$ cat src/rtl/verify_pkg.sv
// Shared constants for the Saber constant-time region comparator.
// State encoding, default widths and the fixed latency overhead live here so the
// comparator and any controller that schedules around it agree on them.
package verify_pkg;

  // Default widths: 64-bit words, 512-word memory, 10-bit last-word offset.
  localparam int unsigned VERIFY_DW = 64;
  localparam int unsigned VERIFY_AW = 9;
  localparam int unsigned VERIFY_LW = 10;

  // Cycles beyond the two-per-word fetch phase: one TAIL cycle and the entry into DONE.
  localparam int unsigned VERIFY_FIXED_OVERHEAD = 2;

  typedef logic [2:0] state_t;

  localparam state_t StIdle = 3'd0;
  localparam state_t StF0   = 3'd1;
  localparam state_t StF1   = 3'd2;
  localparam state_t StTail = 3'd3;
  localparam state_t StDone = 3'd7;

  // Cycles from the start-sampling edge to done for a given last-word offset.
  function automatic int unsigned verify_latency(input int unsigned last_off);
    return 2 * (last_off + 1) + VERIFY_FIXED_OVERHEAD;
  endfunction

endpackage

$ cat src/rtl/verify_cmp.sv
// Constant-time comparator: streams two equal-length regions through one read
// port, OR-accumulates their XOR and counts differing word pairs. Latency depends
// only on ilen, never on the data.
// Optional feature macro: VERIFY_LASTMASK_EN adds last_mask, which restricts the
// final word comparison to the masked bits.
module verify_cmp
  import verify_pkg::*;
#(
  parameter int unsigned DW = VERIFY_DW,
  parameter int unsigned AW = VERIFY_AW,
  parameter int unsigned LW = VERIFY_LW
) (
  input  logic          clk,
  input  logic          rst,
  input  logic          start,
  input  logic [LW-1:0] ilen,
  input  logic [AW-1:0] base0,
  input  logic [AW-1:0] base1,
  input  logic [DW-1:0] din,
`ifdef VERIFY_LASTMASK_EN
  input  logic [DW-1:0] last_mask,
`endif
  output logic [AW-1:0] rd_address,
  output logic          rd_en,
  output logic          busy,
  output logic          done,
  output logic          equal,
  output logic [LW:0]   mismatch_cnt
);

  state_t        r_state;
  state_t        w_state_d;
  logic [LW-1:0] r_ilen;
  logic [LW-1:0] r_cnt;
  logic [LW-1:0] w_cnt_d;
  logic [AW-1:0] r_base0;
  logic [AW-1:0] r_base1;
  logic [DW-1:0] r_d0;
  logic [DW-1:0] w_d0_d;
  logic [DW-1:0] r_acc;
  logic [DW-1:0] w_acc_d;
  logic          r_first;
  logic          w_first_d;
  logic          r_equal;
  logic          w_equal_d;
  logic [LW:0]   r_mcnt;
  logic [LW:0]   w_mcnt_d;
  logic          w_accept;
  logic [AW-1:0] w_off;
  logic [DW-1:0] w_mask;
  logic [DW-1:0] w_diff;
  logic          w_diff_nz;

  // A new request is only taken while idle or parked in DONE.
  assign w_accept = start && ((r_state == StIdle) || (r_state == StDone));

  // Offset wraps modulo 2^AW; ilen may exceed the memory size.
  assign w_off = r_cnt[AW-1:0];

`ifdef VERIFY_LASTMASK_EN
  logic [DW-1:0] r_last_mask;

  // Mask captured with the request so it stays stable for the whole compare.
  always_ff @(posedge clk) begin
    if (rst) begin
      r_last_mask <= '0;
    end else if (w_accept) begin
      r_last_mask <= last_mask;
    end
  end

  assign w_mask = (r_state == StTail) ? r_last_mask : '1;
`else
  assign w_mask = '1;
`endif

  // Pair difference: d0 holds the region-0 word, din the matching region-1 word.
  always_comb begin
    w_diff    = (r_d0 ^ din) & w_mask;
    w_diff_nz = |w_diff;
  end

  // Read port and status outputs decoded from the current state.
  always_comb begin
    rd_address = '0;
    rd_en      = 1'b0;
    case (r_state)
      StF0: begin
        rd_address = r_base0 + w_off;
        rd_en      = 1'b1;
      end
      StF1: begin
        rd_address = r_base1 + w_off;
        rd_en      = 1'b1;
      end
      default: begin
        rd_address = '0;
        rd_en      = 1'b0;
      end
    endcase
    busy         = (r_state == StF0) || (r_state == StF1) || (r_state == StTail);
    done         = (r_state == StDone);
    equal        = r_equal;
    mismatch_cnt = r_mcnt;
  end

  // Next-state and datapath updates; no early exit, so every word pair costs two cycles.
  always_comb begin
    w_state_d = r_state;
    w_cnt_d   = r_cnt;
    w_d0_d    = r_d0;
    w_acc_d   = r_acc;
    w_first_d = r_first;
    w_equal_d = r_equal;
    w_mcnt_d  = r_mcnt;
    case (r_state)
      StIdle, StDone: begin
        if (w_accept) begin
          w_state_d = StF0;
          w_cnt_d   = '0;
          w_acc_d   = '0;
          w_first_d = 1'b1;
          w_equal_d = 1'b0;
          w_mcnt_d  = '0;
        end
      end
      StF0: begin
        // din now carries region-1 word cnt-1; nothing to retire on the first word.
        if (!r_first) begin
          w_acc_d  = r_acc | w_diff;
          w_mcnt_d = r_mcnt + (LW + 1)'(w_diff_nz);
        end
        w_first_d = 1'b0;
        w_state_d = StF1;
      end
      StF1: begin
        w_d0_d = din;
        if (r_cnt == r_ilen) begin
          w_state_d = StTail;
        end else begin
          w_cnt_d   = r_cnt + LW'(1);
          w_state_d = StF0;
        end
      end
      StTail: begin
        w_acc_d   = r_acc | w_diff;
        w_mcnt_d  = r_mcnt + (LW + 1)'(w_diff_nz);
        w_equal_d = ((r_acc | w_diff) == '0);
        w_state_d = StDone;
      end
      default: begin
        w_state_d = StIdle;
      end
    endcase
  end

  // State registers; reset aborts any compare and forces the fail-safe result.
  always_ff @(posedge clk) begin
    if (rst) begin
      r_state <= StIdle;
      r_ilen  <= '0;
      r_cnt   <= '0;
      r_base0 <= '0;
      r_base1 <= '0;
      r_d0    <= '0;
      r_acc   <= '0;
      r_first <= 1'b0;
      r_equal <= 1'b0;
      r_mcnt  <= '0;
    end else begin
      r_state <= w_state_d;
      r_cnt   <= w_cnt_d;
      r_d0    <= w_d0_d;
      r_acc   <= w_acc_d;
      r_first <= w_first_d;
      r_equal <= w_equal_d;
      r_mcnt  <= w_mcnt_d;
      if (w_accept) begin
        r_ilen  <= ilen;
        r_base0 <= base0;
        r_base1 <= base1;
      end
    end
  end

endmodule

$ cat config.mk
export PLATFORM = sky130hd
export DESIGN_NAME = verify_cmp
export DESIGN_NICKNAME = d
export VERILOG_FILES = /design/src/rtl/verify_pkg.sv /design/src/rtl/verify_cmp.sv
export SDC_FILE = /design/constraint.sdc
export NUM_CORES = 1
export LEC_CHECK = 0
export ABC_AREA = 1
export CAP_MARGIN = 40
export CORE_MARGIN = 2
export CORE_UTILIZATION = 55
export CTS_CLUSTER_DIAMETER = 200
export DETAILED_ROUTE_END_ITERATION = 8
export GPL_TIMING_DRIVEN = 0
export HOLD_SLACK_MARGIN = 0.03
export PLACE_DENSITY = 0.85
export SLEW_MARGIN = 15
export SYNTH_ARGS = -nofsm -noshare
export SYNTH_HDL_FRONTEND = slang
export SYNTH_SLANG_ARGS = --single-unit
$ cat constraint.sdc
create_clock -name clk -period 3.6 [get_ports clk]
set_clock_uncertainty 0.1 [all_clocks]
set_input_delay 0.54 -clock clk [delete_from_list [all_inputs] [get_ports clk]]
set_output_delay 0.54 -clock clk [all_outputs]
set_load 0.02 [all_outputs]
==> run metrics <==
slew margin rel. 49.3%; drt via density 5.10; first-pass GRT wire length 36.8 mm; Syn Inst Count 1302; flops & latches, synth 182; DP Cell Count 1631; Clock Path Buffers 2; Power Density 465 nW/um2; initial antenna violation count 0; kind of critical path reg2out; Die W 129 um; Worst-path clk slew 0.07 ns; final worst slack 0.143 ns; latest clock arrival within the worst-skew pair 0.44 ns; Max FO, Critical Path 19; Core Area 15300 um2; Area growth, synth to finish 24.2%; share of layout cells above drive strength 1 6.74%; most common cell after layout, fill and taps aside nor2_1; number of max-cap violations 0; critical path's most frequent cell nand2_1; synthesized net count 1409; largest cells by area after synthesis dfxtp_1 (42%), nor2_1 (17%), nand2_1 (11%), inv_1 (6.1%), o21ai_0 (5.0%); Synth Area per Inst 6.62 um2; vias in the first global route 7781; CP max-delay cell dfxtp_4; synthesized cell area 8620 um2; status finished clean; Worst Tran Pin Value 0.760 ns; Root Buffer Master clkbuf_16; WP data required 2.96 ns; clock sinks 182; DR WL/cell 13.6 um; area share of the largest cell type after synthesis 42.3%; area leader, netlist dfxtp_1; Fin. Hold Viols 0; data arrival time of the worst path 2.82 ns; hold crit path type reg2reg; Final Max Tran Viols 0; Post-synth EDFFs 0; Leakage 0.00470 uW; Ant. Diodes 0; FMAX 289 MHz; Layout Nets 1547; Design Power 4980 uW; ys flop type dfxtp_1; CP peak stage delay 0.36 ns; Distinct cells, synth 33; io pins 119; asr flop ratio synth 0%; Overall Global Routing Usage 27.9%; overall routed net length 22.6 mm; DRT iter0 DRCs 887; Post-Place Worst Slack -0.701 ns; Final setup violation count 0; highest-count cells in the layout ignoring fill and taps nor2_1 (384), nand2_1 (241), dfxtp_1 (179), inv_1 (141), clkdlybuf4s50_1 (112); number of CTS-inserted buffers 17; Worst Setup End Kind output port; Final TNS setup 0 ns; sequential element share of the synthesized area 42.3%; Post-DRT Antenna Nets 0; # port buffers 118; GRT overflow 0; fin area 10700 um2; row cnt 45; Via Count 8485; CTS tree built; chip height 129 um; Post-CTS Hold Fix Bufs 0; DP Area 10100 um2; die area 16700 um2; Final Non-Filler Cells 1664; hpwl dp 16.2 mm; critical-path cell list inv_2, nand3_4, buf_12, nand2_1, nand2_1, ha_1, nand3_1, nand2_1, nand2_1, o21ai_1, a21oi_1, nand2_1, nand2_1, nor2_1, dlygate4sd2_1; Period minus WS final 3.46 ns; Placer Congestion 0.886; largest net degree at the start of global routing 20; Initial Util 56.5%; Yosys Warn Count 0; startpoint types register; H-tree levels 4; maximum VDD drop 409 uV; Tcrit/Tclk final 96.0%; TritonRoute pass-1 iters 5; DRC Markers 0
[synthesized netlist by cell type, types with 7 or more instances]
master,count
nor3_1,7
nand2_1,242
o21ai_0,86
a21oi_1,84
xnor2_1,15
xor2_1,26
dfxtp_1,182
o21ai_1,15
buf_2,16
a21oi_2,9
inv_1,141
clkbuf_1,20
nand2_2,9
nand3_1,18
nor2_1,384
ha_1,11
buf_4,9
[cell type report]
| cell class | count | area (um2) |
|---|---|---|
| clock buffers | 20 | 447 |
| fillers | 1220 | 4550 |
| well taps | 211 | 264 |
| inverters | 147 | 559 |
| flip-flops and latches | 182 | 3650 |
| plain buffers | 46 | 248 |
| clock inverters | 12 | 129 |
| multi-input cells | 924 | 4200 |
| repair buffers | 122 | 1210 |
[where the power goes]
group | internal (uW) | total [uW] | leakage, uW | switching, uW
sequential | 2160 | 2250 | 0.00149 | 92.2
combinational | 364 | 880 | 0.00293 | 516
clock | 1040 | 1840 | 0.000276 | 803
[sequential cells by signal, summed over array words and instances (netlist names)]
| register | flops |
|---|---|
| r_acc | 64 |
| r_d0 | 64 |
| mismatch_cnt | 11 |
| r_cnt | 10 |
| r_ilen | 10 |
| r_base0 | 9 |
| r_base1 | 9 |
| r_state | 3 |
| equal | 1 |
| r_first | 1 |
[worst paths after layout]
path,slack [ns],from,endpoint,depth (start not counted)
setup / recovery,0.14,r_state[0]$_SDFFE_PP0P_,rd_address[7],15
hold / removal,0.35,r_acc[32]$_SDFFE_PP0P_,r_acc[32]$_SDFFE_PP0P_,2
hold reg to reg,0.35,r_acc[32]$_SDFFE_PP0P_,r_acc[32]$_SDFFE_PP0P_,2
setup reg to reg,1.04,r_d0[8]$_SDFFE_PP0P_,mismatch_cnt[8]$_SDFFE_PP0P_,18
[per-stage QoR]
step                util [%]  hold slack [ns]
floorplan                  -            0.329
global placement        66.0            0.336
detailed placement      66.0            0.340
CTS                     69.9            0.350
global route            70.2            0.366
finish                  70.2            0.350
[routing by layer]
metal	vias up	global-route usage, %	share of wire [%]
met2	294	44.6	46
met5	-	0	0
met1	3860	37.6	45
met3	49	5.20	6.7
met4	0	10.5	2.5
li1	4282	-	-
[critical path, delay by kind of cell (launching register included)]
kind,cells,cell delay [ns]
DFF,1,0.36
and+or+nand+nor,9,0.71
AOI/OAI and AO/OA,2,0.30
buffers and inverters,3,0.63
adders and majority gates,1,0.36
[cells by family after synthesis]
| family | synth area share [%] |
|---|---|
| fa+ha+maj | 1.83 |
| flops | 42.3 |
| simple gates | 29.9 |
| buf+inv | 9.26 |
| compound gates | 12.6 |
| xor+xnor | 4.16 |
[repair_timing]
action / CTS / global route
endpoints found under the setup margin: 9 / 4
resized for setup: 20 / 9
cloned: 0 / 0
pin swaps: 0 / 1
buffers inserted: 3 / 1
No activity file was read; power rests on OpenSTA's default activity.
